`config.mk`:
```
export PLATFORM = sky130hd
export DESIGN_NAME = branch_comparator_flat
export DESIGN_NICKNAME = d
export VERILOG_FILES = /design/src/rtl/branch_cmp_pkg.sv /design/src/rtl/branch_comparator_if.sv /design/src/rtl/cmp_slice.sv /design/src/rtl/branch_comparator.sv /design/src/flat_wrapper.sv
export SDC_FILE = /design/constraint.sdc
export NUM_CORES = 1
export LEC_CHECK = 0
export BUFFER_PORTS_ARGS = -buffer_cell sky130_fd_sc_hd__buf_4
export CAP_MARGIN = 20
export CORE_MARGIN = 3
export CORE_UTILIZATION = 28
export CTS_CLUSTER_SIZE = 20
export DETAILED_ROUTE_END_ITERATION = 10
export MAX_ROUTING_LAYER = met4
export PLACE_DENSITY = 0.66
export SLEW_MARGIN = 20
export SYNTH_ARGS = -nofsm -noshare
export SYNTH_HDL_FRONTEND = slang
export SYNTH_SLANG_ARGS = --single-unit
```
`constraint.sdc`:
```
create_clock -name clk -period 1.6 [get_ports clk]
set_clock_uncertainty 0.1 [all_clocks]
set_input_delay 0.4 -clock clk [delete_from_list [all_inputs] [get_ports clk]]
set_output_delay 0.4 -clock clk [all_outputs]
set_load 0.05 [all_outputs]
```
`src/rtl/branch_cmp_pkg.sv`:
```
// Shared types and constants for the branch comparator.
// Contents: cmp_code_t (2-bit condition code), the CMP_* encodings,
// DEFAULT_WIDTH, and cmp_encode(), which maps an {eq, gt} pair to a code.
package branch_cmp_pkg;

    localparam int unsigned DEFAULT_WIDTH = 16;

    typedef logic [1:0] cmp_code_t;

    localparam cmp_code_t CMP_EQ  = 2'b00;
    localparam cmp_code_t CMP_LT  = 2'b01;
    localparam cmp_code_t CMP_GT  = 2'b10;
    localparam cmp_code_t CMP_INV = 2'b11;

    // LT is implied when the operands are neither equal nor greater.
    function automatic cmp_code_t cmp_encode(input logic eq, input logic gt);
        if (eq) begin
            return CMP_EQ;
        end
        return gt ? CMP_GT : CMP_LT;
    endfunction

endpackage

```
`src/rtl/branch_comparator_if.sv`:
```
// Operand/result bundle between the register read stage and the branch comparator.
// Signals:
//   w_data_1, w_data_2  operands A and B
//   in_valid            the operand pair is valid this cycle
//   signed_mode         two's-complement compare (present only with BRANCH_CMP_SIGNED_EN)
//   branch              registered condition code
//   out_valid           branch holds a result from a valid pair
// Modports: master drives the operands, slave is the comparator.
interface branch_comparator_if
    import branch_cmp_pkg::*;
#(
    parameter int unsigned WIDTH = DEFAULT_WIDTH
);

    logic [WIDTH-1:0] w_data_1;
    logic [WIDTH-1:0] w_data_2;
    logic             in_valid;
`ifdef BRANCH_CMP_SIGNED_EN
    logic             signed_mode;
`endif
    cmp_code_t        branch;
    logic             out_valid;

    modport master (
        output w_data_1, w_data_2, in_valid,
`ifdef BRANCH_CMP_SIGNED_EN
        output signed_mode,
`endif
        input  branch, out_valid
    );

    modport slave (
        input  w_data_1, w_data_2, in_valid,
`ifdef BRANCH_CMP_SIGNED_EN
        input  signed_mode,
`endif
        output branch, out_valid
    );

endinterface

```
`src/rtl/cmp_slice.sv`:
```
// Combinational compare cell. It merges the {eq, gt} results of an upper
// and a lower bit range into the {eq, gt} result of the combined range.
// Ports:
//   hi  {eq, gt} of the more significant half
//   lo  {eq, gt} of the less significant half
//   res {eq, gt} of the whole range
module cmp_slice (
    input  logic [1:0] hi,
    input  logic [1:0] lo,
    output logic [1:0] res
);

    // The upper half decides unless it is equal; then the lower half decides.
    assign res[1] = hi[1] & lo[1];
    assign res[0] = hi[0] | (hi[1] & lo[0]);

endmodule

```
`src/rtl/branch_comparator.sv`:
```
// Registered magnitude/equality comparator for the branch unit.
// The result has one cycle of latency.
// Ports:
//   clk  rising-edge clock
//   rst  synchronous, active-high reset; branch goes to CMP_INV and out_valid to 0
//   bus  branch_comparator_if.slave: operands, in_valid, [signed_mode], branch, out_valid
// Optional feature: define BRANCH_CMP_SIGNED_EN to add signed_mode
// (two's-complement compare). Without it, every compare is unsigned.
module branch_comparator
    import branch_cmp_pkg::*;
#(
    parameter int unsigned WIDTH = DEFAULT_WIDTH
) (
    input  logic                clk,
    input  logic                rst,
    branch_comparator_if.slave  bus
);

    localparam int unsigned LEVELS = (WIDTH <= 1) ? 1 : $clog2(WIDTH);
    localparam int unsigned N      = 1 << LEVELS;

    logic             sign_flip;
    logic [WIDTH-1:0] msb_mask;
    logic [N-1:0]     a_pad;
    logic [N-1:0]     b_pad;
    logic [1:0]       node [1:2*N-1];
    cmp_code_t        code_c;
    cmp_code_t        branch_q;
    logic             out_valid_q;

`ifdef BRANCH_CMP_SIGNED_EN
    assign sign_flip = bus.signed_mode;
`else
    assign sign_flip = 1'b0;
`endif

    // Flipping both sign bits maps two's-complement order onto unsigned order.
    assign msb_mask = {sign_flip, (WIDTH-1)'(0)};
    // Zero-padding the operands up to a power of two leaves the compare unchanged.
    assign a_pad    = N'(bus.w_data_1 ^ msb_mask);
    assign b_pad    = N'(bus.w_data_2 ^ msb_mask);

    // Heap-ordered tree: leaf N+j holds bit N-1-j, so each left child covers higher bits.
    for (genvar j = 0; j < N; j++) begin : g_leaf
        assign node[N+j] = {~(a_pad[N-1-j] ^ b_pad[N-1-j]),
                            a_pad[N-1-j] & ~b_pad[N-1-j]};
    end

    for (genvar i = 1; i < N; i++) begin : g_node
        cmp_slice u_slice (
            .hi  (node[2*i]),
            .lo  (node[2*i+1]),
            .res (node[i])
        );
    end

    // Unknown operands give the invalid code in simulation. Synthesis never sees this guard.
    always_comb begin
        code_c = cmp_encode(node[1][1], node[1][0]);
`ifndef SYNTHESIS
        if ((^{bus.w_data_1, bus.w_data_2}) === 1'bx) begin
            code_c = CMP_INV;
        end
`endif
    end

    // Result registers. branch holds its value when no valid pair arrives.
    always_ff @(posedge clk) begin
        if (rst) begin
            branch_q    <= CMP_INV;
            out_valid_q <= 1'b0;
        end else if (bus.in_valid) begin
            branch_q    <= code_c;
            out_valid_q <= 1'b1;
        end else begin
            out_valid_q <= 1'b0;
        end
    end

    assign bus.branch    = branch_q;
    assign bus.out_valid = out_valid_q;

endmodule

```
`src/flat_wrapper.sv`:
```
// flat-port wrapper written by rule: the top's interface ports become plain ports
module branch_comparator_flat import branch_cmp_pkg::*;
#(
    parameter int unsigned WIDTH = DEFAULT_WIDTH
)
  (clk, rst, bus_w_data_1, bus_w_data_2, bus_in_valid, bus_branch, bus_out_valid);
  branch_comparator_if #(.WIDTH(WIDTH)) bus_i ();
  input  logic clk;
  input  logic rst;
  input wire logic [$bits(bus_i.w_data_1)-1:0] bus_w_data_1;
  input wire logic [$bits(bus_i.w_data_2)-1:0] bus_w_data_2;
  input wire logic [$bits(bus_i.in_valid)-1:0] bus_in_valid;
  output wire logic [$bits(bus_i.branch)-1:0] bus_branch;
  output wire logic [$bits(bus_i.out_valid)-1:0] bus_out_valid;
  assign bus_i.w_data_1 = bus_w_data_1;
  assign bus_i.w_data_2 = bus_w_data_2;
  assign bus_i.in_valid = bus_in_valid;
  assign bus_branch = bus_i.branch;
  assign bus_out_valid = bus_i.out_valid;
  branch_comparator #(.WIDTH(WIDTH)) u_core (.clk(clk), .rst(rst), .bus(bus_i));
endmodule
```
==> results of run 1 <==
-- power by group through the flow --
| stage | registers [mW] | logic, mW | clock network (mW) |
|---|---|---|---|
| 3_3_place_gp | 0.0863 | 0.215 | 0 |
| 4_1_cts | 0.0854 | 0.221 | 0.137 |
| 6_report | 0.0852 | 0.225 | 0.130 |
| 3_5_place_dp | 0.0865 | 0.220 | 0 |
| 2_1_floorplan | 0.109 | 0.0977 | 0 |
| 5_1_grt | 0.0861 | 0.253 | 0.144 |
-- stage by stage --
| step | setup slack, ns | std cells | cell area [um2] | utilization | setup TNS, ns |
|---|---|---|---|---|---|
| after detailed placement | -0.1977 | 130 | 875.8 | 0.4965 | -0.3155 |
| after global routing | -0.005924 | 134 | 914.6 | 0.5184 | -0.005924 |
| after global placement | -0.1537 | 130 | 875.8 | 0.4965 | -0.2767 |
| after floorplan | 0.002008 | 68 | 566.8 | - | 0 |
| after CTS | 0.04099 | 134 | 902.1 | 0.5113 | 0 |
| final | 0.06367 | 134 | 914.6 | 0.5184 | 0 |
-- registers in the layout, indices dropped and copies added, names as in the netlist --
register / flops
u_core.bus.branch: 2
u_core.bus.out_valid: 1
-- cells in the mapped netlist, drive strengths merged --
cell / number / area, um2
a41oi: 1 / 16.27
o31ai: 1 / 7.510
nand4: 4 / 31.28
ha: 16 / 200.2
o221ai: 1 / 8.760
inv: 19 / 71.32
o21a: 1 / 7.510
nand2: 3 / 11.26
a211oi: 1 / 7.510
o31a: 1 / 8.760
a21oi: 7 / 35.03
o211ai: 1 / 7.510
dfxtp: 3 / 60.06
nor2: 3 / 11.26
o41ai: 1 / 16.27
nor3: 1 / 5.000
a22o: 1 / 8.760
o21ai: 3 / 15.01
-- timing repair --
item	in CTS	in global routing
gates resized for setup	0	3
endpoints found under the setup margin	0	1
buffers inserted	0	0
endpoints found under the hold margin	0	0
hold buffers	0	0
-- kinds of logic after synthesis --
group	Yosys count	share of synthesized area
compound gates	19	0.2624
buf+inv	19	0.1348
fa+ha+maj	16	0.3782
simple gates	11	0.1111
flops	3	0.1135
-- cell usage in the layout (no fill, tap or decap), types with 2 or more instances in the layout --
master | Yosys | routed
buf_4 | 0 | 37
inv_1 | 19 | 17
ha_1 | 16 | 13
a21oi_1 | 7 | 6
nand4_1 | 3 | 3
nor2_1 | 3 | 3
nand2_1 | 3 | 3
ha_4 | 0 | 3
clkbuf_4 | 0 | 3
dfxtp_1 | 3 | 3
inv_2 | 0 | 2
o21ai_1 | 1 | 2
-- worst register-to-register path, cell delays in order (launching register included) --
cell and delay (ns):
dfxtp_1 0.31, a21oi_1 0.17, o211ai_1 0.12, o31a_1 0.25
-- final timing paths --
kind / cells after the start / slack, ns / startpoint / end
max reg2reg: 3 / 0.54 / u_core.bus.branch[1] / u_core.bus.branch[1]
min reg2reg: 2 / 0.38 / u_core.bus.branch[0] / u_core.bus.branch[0]
min: 2 / 0.24 / rst / u_core.bus.out_valid
max: 7 / 0.06 / bus_w_data_2[3] / u_core.bus.branch[1]
-- metal layers --
layer,part of all wire,wire length (um),up-vias
li1,-,-,321
met1,0.36,457,265
met2,0.55,699,21
met3,0.083,106,2
met4,0.011,14,0
met5,0,0,-
-- layout make-up --
class / instances / area share
Tap cell: 25 / 0.03420
Timing Repair Buffer: 37 / 0.3037
Clock buffer: 4 / 0.02873
Multi-Input combinational cell: 46 / 0.4897
Inverter: 19 / 0.07798
Sequential cell: 3 / 0.06566
==> reports/metrics.yaml, run 1 <==
status:
  status: "complete, no violations"
hold_path:
  holdCritPathClass: "primary input to flop"
critical_path:
  arrival_ns: 1.55
  path_buf_inv: 2
  max_stage_delay_ns: 0.40
  startpoint_type: "primary input"
  required_ns: 1.62
  worstSetupEndpointType: "flop"
  critPathTopFamily: "compound AO/OA/AOI/OAI gates"
  path_cells: "buf_4, inv_1, ha_1, nand4_1, o41ai_2, nand2_1, o31a_1"
  critPathSlowestCell: "o41ai_2"
  critPathKind: "primary input to flop"
  critPathMaxFanout: 3
grt:
  use_met1: 0.09472
  grtUsageMet3: 0.03021
  antenna_found_initial: 0
  grt_pass1_wl_um: 2145
  grt_pass1_vias: 625
  grt_max_degree: 6
  track_usage: 0.1139
  grt-busiest-layer: "met2"
  grt_use_met2: 0.2277
  grt_overflow: 0
power_and_ir_drop:
  leakagePower_nw: 0.4869
  intPower_mw: 0.2941
  comb_power_share: 0.511
  power_density_nw_per_um2: 480.9
  p_sw_mw: 0.1458
  pwr-share-clk: 0.295
  total_power_mw: 0.4398
  seq_power_share: 0.194
  switching_share: 0.3314
  vdd_ir_drop_max_mv: 0.3682
placed_design:
  port_buffers: 37
  gp_congestion: 0.7442
  hpwl_um: 1212
route:
  vias: 609
  drtPass1Iterations: 1
  ant_nets: 0
  route.detailed.drc: 0
  wl_per_cell_um: 9.537
  drt_iter0_drc: 0
  vias_per_cell: 4.545
  wirelength_um: 1278
cells_and_area:
  diodes: 0
  num-fill-cells: 196
  drive_gt1_frac: 0.4495
  multi_input_area_um2: 447.9
  seq_area_um2: 60.06
  fin_nets: 161
  area_growth_pct: 72.81
sta:
  finalMaxSlewViolations: 0
  max_slew_margin: 0.7987
  hold_violations: 0
  setup_violations: 0
  whs_ns: 0.2439
  fmax_mhz: 650.9
  min_period_ns: 1.536
  worst_pin_slew_ns: 0.2986
  fin_crit_sh: 0.9602
die:
  die_w_um: 49.48
  initial_core_util: 0.3000
  ios: 38
  rows: 15
  die_area_um2: 2448
  fp.dieH_um: 49.48
  coreArea_um2: 1764
yosys:
  synthesis.area_um2: 529.3
  syn_inst: 68
  synth.distinct_cells: 20
  synth_nets: 119
  synth.avg_cell_area_um2: 7.783
  seq_area_frac_synth: 0.1135
  synth-seq-cells: 3
  ys_warn_count: 0
cts:
  cts_buffers: 3
  ctsLongestPathBuffers: 2
  h-tree-depth: 1
  cts_tree: "yes"
  cts_num_sinks: 3
  worstSkewPairLatency_ns: 0.23
  path_clk_slew_ns: 0.03
  cts_root_buf: "clkbuf_4"
flow_run:
  drv_cap: 0
Power figures use the tool's default switching activity.
==> run 2, diff against run 1 <==
CORE_MARGIN = unset   (was 3)
MAX_ROUTING_LAYER = unset   (was met4)
==> run 2 against run 1 <==
  * Final cell count is 1.5% higher
  * Via count rose by 3.0%
  * Flip-flop and latch count did not move
  * Utilization grew 8.4 points
  * Maximum frequency shrank 0.38%
  * Critical path depth stayed put
  * Setup slack worse by 0.0058 ns
  * Wire length is 10% higher
  * Cell area up 15%
  * Worst hold slack worse by 0.010 ns
  * Sequential power hardly changed
  * Critical path type unchanged
  * Largest cell class unchanged
==> reports/metrics.yaml, run 2 (synthesized netlist as in run 1, its figures left out) <==
route:
  drtPass1Iterations: 3  # +2
  vias_per_cell: 4.610  # +1.4%
  wl_per_cell_um: 10.34  # +8.4%
  ant_nets: 0  # unchanged
  vias: 627  # +3.0%
  drt_iter0_drc: 4  # +4
  route.detailed.drc: 0  # unchanged
  wirelength_um: 1406  # +10%
grt:
  track_usage: 0.1299  # +0.01599
  antenna_found_initial: 0  # unchanged
  grt_max_degree: 6  # unchanged
  grt_pass1_vias: 573  # -8.3%
  grt_overflow: 0  # unchanged
  grt_pass1_wl_um: 2007  # -6.4%
die:
  coreArea_um2: 1745  # -1.1%
  fp.dieH_um: 45.48  # -8.1%
  die_w_um: 45.48  # -8.1%
  initial_core_util: 0.3032  # +0.003226
  ios: 38  # unchanged
  rows: 15  # unchanged
  die_area_um2: 2068  # -16%
power_and_ir_drop:
  vdd_ir_drop_max_mv: 0.3311  # -10%
  seq_power_share: 0.175  # -0.019
  intPower_mw: 0.3218  # +9.4%
  comb_power_share: 0.550  # +0.039
  leakagePower_nw: 0.5091  # +4.6%
  switching_share: 0.3423  # +0.01087
  total_power_mw: 0.4893  # +11%
  p_sw_mw: 0.1675  # +15%
  pwr-share-clk: 0.275  # -0.020
  power_density_nw_per_um2: 465.5  # -3.2%
sta:
  setup_slack_ns: 0.05785  # -0.005826 ns
  worst_pin_slew_ns: 0.2610  # -0.03762 ns
  fmax_mhz: 648.4  # -0.38%
  setup_violations: 0  # unchanged
  hold_violations: 0  # unchanged
  whs_ns: 0.2339  # -0.01002 ns
  min_period_ns: 1.542  # +0.005826 ns
  fin_crit_sh: 0.9638  # +0.003641
  max_slew_margin: 0.8250  # +0.02621
  finalMaxSlewViolations: 0  # unchanged
cells_and_area:
  diodes: 0  # unchanged
  drive_gt1_frac: 0.5676  # +0.1180
  stdcell_area_um2: 1051  # +15%
  layout_common_cells: "37 x buf_4, 13 x inv_1, 11 x ha_4"
  area_growth_pct: 98.58
  final_common_cell: "buf_4"
  num-fill-cells: 158  # -19%
  largest_register_ffs: 2  # unchanged
  utilization: 0.6022  # +0.08371
  fin_nets: 163  # +1.2%
  seq_area_um2: 60.06  # unchanged
  multi_input_area_um2: 559.3  # +25%
critical_path:
  critPathKind: "primary input to flop"
  critPathSlowestCell: "o31a_1"
  critPathMaxFanout: 3  # unchanged
  arrival_ns: 1.56  # about the same
  path_cells: "buf_4, inv_4, ha_4, nand4_1, nor2_1, a22o_1, o31a_1"
  required_ns: 1.62  # about the same
  max_stage_delay_ns: 0.30  # -0.10 ns
  worstSetupEndpointType: "flop"
  startpoint_type: "primary input"
cts:
  cts_buffers: 3  # unchanged
  cts_root_buf: "clkbuf_4"
  worstSkewPairLatency_ns: 0.23  # about the same
  cts_tree: "yes"
  h-tree-depth: 1  # unchanged
  cts_num_sinks: 3  # unchanged
  path_clk_slew_ns: 0.04  # about the same
  ctsLongestPathBuffers: 2  # unchanged
placed_design:
  gp_congestion: 0.7633  # +2.6%
  dp_slack_ns: -0.1859  # +0.01177 ns
  port_buffers: 37  # unchanged
  hpwl_um: 1152  # -5.0%
  dpl_cell_area_um2: 875.8  # unchanged
flow_run:
  drv_cap: 0  # unchanged
hold_path:
  holdCritPathClass: "primary input to flop"
status:
  status: "complete, no violations"
==> run 2: cell count changes in the layout (fill, tap and decap cells not counted), moves of 2 or more <==
cell   before  now
inv_2       2    5
inv_1      17   13
ha_4        3   11
ha_1       13    5
buf_6       0    2
==> run 2: worst max-delay path: cells and delay by family <==
| kind | cells | cell delay, ns |
|---|---|---|
| adders and majority gates | 1 | 0.19 |
| buffers and inverters | 2 | 0.17 |
| and+or+nand+nor | 2 | 0.26 |
| AOI/OAI and AO/OA | 2 | 0.55 |
==> run 2: per-layer routing <==
| metal | routed length, um | vias to the layer above | share of wire | GRT usage |
|---|---|---|---|---|
| met5 | 0 | - | 0 | 0 |
| met4 | 17 | 0 | 0.012 | 0.05455 |
| met3 | 68 | 2 | 0.048 | 0.01190 |
| met2 | 763 | 22 | 0.54 | 0.2600 |
| met1 | 556 | 277 | 0.40 | 0.1327 |
| li1 | - | 326 | - | - |
==> run 2: worst paths after layout <==
path | from | to | slack (ns) | cells after the start
min reg2reg | u_core.bus.branch[0] | u_core.bus.branch[0] | 0.39 | 2
max reg2reg | u_core.bus.branch[1] | u_core.bus.branch[1] | 0.51 | 3
max | bus_w_data_2[11] | u_core.bus.branch[1] | 0.06 | 7
min | rst | u_core.bus.out_valid | 0.23 | 2
==> run 2: area by class of cell <==
cell class	instances	area share
clock buffer	4	0.02500
inverter	19	0.07024
multi-input combinational	46	0.5321
sequential	3	0.05714
tap	25	0.02976
timing repair buffer	39	0.2857
==> run 2: power by group through the flow <==
| stage | Sequential, mW | Clock (mW) | Combinational (mW) |
|---|---|---|---|
| 6_report | 0.0855 | 0.134 | 0.269 |
| 5_1_grt | 0.0863 | 0.144 | 0.299 |
| 4_1_cts | 0.0855 | 0.137 | 0.221 |
| 3_5_place_dp | 0.0866 | 0 | 0.221 |
| 3_3_place_gp | 0.0864 | 0 | 0.214 |
| 2_1_floorplan | 0.109 | 0 | 0.0977 |
==> run 2: repair_timing <==
action | CTS | global route
gates resized for setup | 0 | 18
setup buffers | 0 | 2
hold buffers | 0 | 0
setup endpoints to repair | 0 | 2
==> run 2: through the flow <==
step | std cells | TNS (ns)
detailed placement | 130 | -0.3232
CTS | 134 | 0
global route | 136 | -0.005251
finish | 136 | 0
floorplan | 68 | 0
global placement | 130 | -0.2816
==> run 3, diff against run 2 <==
PLACE_DENSITY = 0.65   (was 0.66)
SYNTH_HIERARCHICAL = 1   (was unset)
==> run 3 against run 2 <==
  * The run now ends with negative setup slack left
  * Maximum frequency fell by 5.9%
  * Non-clock buffer count shrank 2
  * Critical path depth up 1
  * Synthesized cell count rose by 5.9%
  * Critical path type unchanged
==> reports/metrics.yaml, run 3 <==
status:
  status: "finished, violations left"
  failed_checks: "negative setup slack"
cts:
  worstSkewPairLatency_ns: 0.24  # about the same
  cts_tree: "yes"
  holdBufCountCts: 0  # unchanged
  h-tree-depth: 1  # unchanged
  cts_root_buf: "clkbuf_4"
  path_clk_slew_ns: 0.04  # about the same
  post_cts_buffers: 0  # unchanged
  cts_buffers: 3  # unchanged
  ctsLongestPathBuffers: 2  # unchanged
  cts_num_sinks: 3  # unchanged
cells_and_area:
  drive_gt1_frac: 0.7257  # +0.1581
  multi_input_area_um2: 663.1  # +19%
  diodes: 0  # unchanged
  seq_area_um2: 60.06  # unchanged
  largest_register_ffs: 2  # unchanged
  final_common_cell: "buf_4"
  area_growth_pct: 109.4
  fin_nets: 165  # +1.2%
  fin_cells: 138  # +1.5%
  layout_common_cells: "35 x buf_4, 15 x ha_4, 15 x a21o_1"
  num-fill-cells: 162  # +2.5%
  utilization: 0.6577  # +0.05558
  stdcell_area_um2: 1197  # +14%
sta:
  whs_ns: 0.2403  # +0.006459 ns
  min_period_ns: 1.639  # +0.09721 ns
  fmax_mhz: 610.0  # -5.9%
  max_slew_margin: 0.9001  # +0.07513
  setup_tns_ns: -0.03937  # -0.03937 ns
  hold_violations: 0  # unchanged
  fin_crit_sh: 1.025  # +0.06076
  setup_slack_ns: -0.03937  # -0.09721 ns
  rsz0062_at_grt: "true"
  worst_pin_slew_ns: 0.1511  # -0.1099 ns
  setup_violations: 1  # +1
  finalMaxSlewViolations: 0  # unchanged
critical_path:
  required_ns: 1.62  # about the same
  critPathMaxFanout: 2  # -1
  arrival_ns: 1.66  # +0.10 ns
  startpoint_type: "primary input"
  worstSetupEndpointType: "flop"
  critPathLaunch: "bus_w_data_2[10]"
  critPathKind: "primary input to flop"
  r2r_start: "u_core/bus.branch[1]"
die:
  die_w_um: 47.19  # +3.8%
  ios: 38  # unchanged
  rows: 15  # unchanged
  fp.dieH_um: 47.19  # +3.8%
  coreArea_um2: 1821  # +4.3%
  initial_core_util: 0.3141  # +0.01086
  die_area_um2: 2227  # +7.7%
route:
  route.detailed.drc: 0  # unchanged
  drt_iter0_drc: 0  # -4
  wl_per_cell_um: 9.978  # -3.5%
  ant_nets: 0  # unchanged
  wirelength_um: 1377  # -2.1%
  vias: 629  # +0.32%
  vias_per_cell: 4.558  # -1.1%
  drtPass1Iterations: 1  # -2
placed_design:
  dpl_cell_area_um2: 1154  # +32%
  hpwl_um: 1294  # +12%
  dp_slack_ns: -0.3122  # -0.1263 ns
  port_buffers: 37  # unchanged
  gp_congestion: 0.6420  # -16%
  dp.cells: 134  # +3.1%
yosys:
  syn_inst: 72  # +5.9%
  synth_area_leaders: "ha_1 35%, a21o_1 20%, and2_1 16%, inv_1 11%, dfxtp_1 11%"
  synth-seq-cells: 3  # unchanged
  synth_edf_count: 0  # unchanged
  async_flop_share: 0  # unchanged
  ys.flop_type: "dfxtp_1"
  seq_area_frac_synth: 0.1050  # -0.008442
  synthesis.area_um2: 571.8  # +8.0%
  yosys.cell_count.top_type: "inv_1"
  ys_warn_count: 6  # +6
  synth_top_cell_area_share: 0.3501  # -0.02814
  synth.distinct_cells: 9  # -55%
  yosys.area.top_type: "ha_1"
  netlist_top_cells_count: "17 x inv_1, 16 x ha_1, 15 x a21o_1, 15 x and2_1"
  synth_nets: 123  # +3.4%
  synth.avg_cell_area_um2: 7.942  # +2.0%
grt:
  grt_max_degree: 6  # unchanged
  grt_overflow: 0  # unchanged
  grt_pass1_wl_um: 2139  # +6.6%
  antenna_found_initial: 0  # unchanged
  grt_pass1_vias: 585  # +2.1%
  track_usage: 0.1349  # +0.005000
hold_path:
  holdCritPathClass: "primary input to flop"
  hold_start: "rst"
power_and_ir_drop:
  seq_power_share: 0.161  # -0.014
  switching_share: 0.3313  # -0.01100
  total_power_mw: 0.5166  # +5.6%
  pwr-share-clk: 0.270  # -0.005
  comb_power_share: 0.569  # +0.019
  vdd_ir_drop_max_mv: 0.3129  # -5.5%
  p_sw_mw: 0.1712  # +2.2%
  power_density_nw_per_um2: 431.4  # -7.3%
  intPower_mw: 0.3455  # +7.4%
  leakagePower_nw: 0.6195  # +22%
flow_run:
  drv_cap: 0  # unchanged
==> run 3: final timing paths <==
kind	endpoint	slack (ns)	cells past startpoint
worst max-delay path	u_core/bus.branch[1]	-0.04	8
worst min-delay path	u_core/bus.out_valid	0.24	2
worst max register to register	u_core/bus.branch[1]	0.69	2
worst min register to register	u_core/bus.branch[0]	0.48	2
==> run 3: logic make-up (layout without fill, tap and decap cells) <==
logic type / after synthesis / after routing / share of synthesized area
AND/OR/NAND/NOR: 19 / 19 / 0.2035
flip-flops: 3 / 3 / 0.1050
buffers and inverters: 17 / 58 / 0.1116
AO/OA/AOI/OAI: 17 / 17 / 0.2298
adder cells (fa/ha/maj): 16 / 16 / 0.3501
==> run 3: power by group through the flow <==
stage          logic (mW)  clock network [mW]  registers (mW)
2_1_floorplan       0.140                   0           0.104
3_3_place_gp        0.278                   0          0.0843
6_report            0.294               0.140          0.0833
3_5_place_dp        0.289                   0          0.0847
5_1_grt             0.327               0.155          0.0836
4_1_cts             0.291               0.146          0.0835
==> run 3: area by class of cell <==
type | count | share of cell area
Multi-Input combinational cell | 52 | 0.5538
Timing Repair Buffer | 37 | 0.2382
Inverter | 17 | 0.1097
Sequential cell | 3 | 0.05016
Tap cell | 25 | 0.02612
Clock buffer | 4 | 0.02194
==> run 3: per-layer routing <==
metal  up-vias  track usage  share of wire
met2        24       0.2806           0.58
met4         0            0              0
li1        318            -              -
met5         -            0              0
met1       287       0.1318           0.34
met3         0      0.05000          0.078
==> run 3: worst max-delay path: stages <==
cell and delay [ns]:
buf_4 0.12, inv_6 0.05, ha_4 0.19, and2_4 0.15, a21o_1 0.18, a21o_1 0.15
a21o_1 0.16, a311o_1 0.26
==> run 3: what timing repair did <==
item / in CTS / in global routing
gates resized for setup: 1 / 5
pin swaps: 0 / 1
setup endpoints to repair: 1 / 2
hold endpoints to repair: 0 / 0
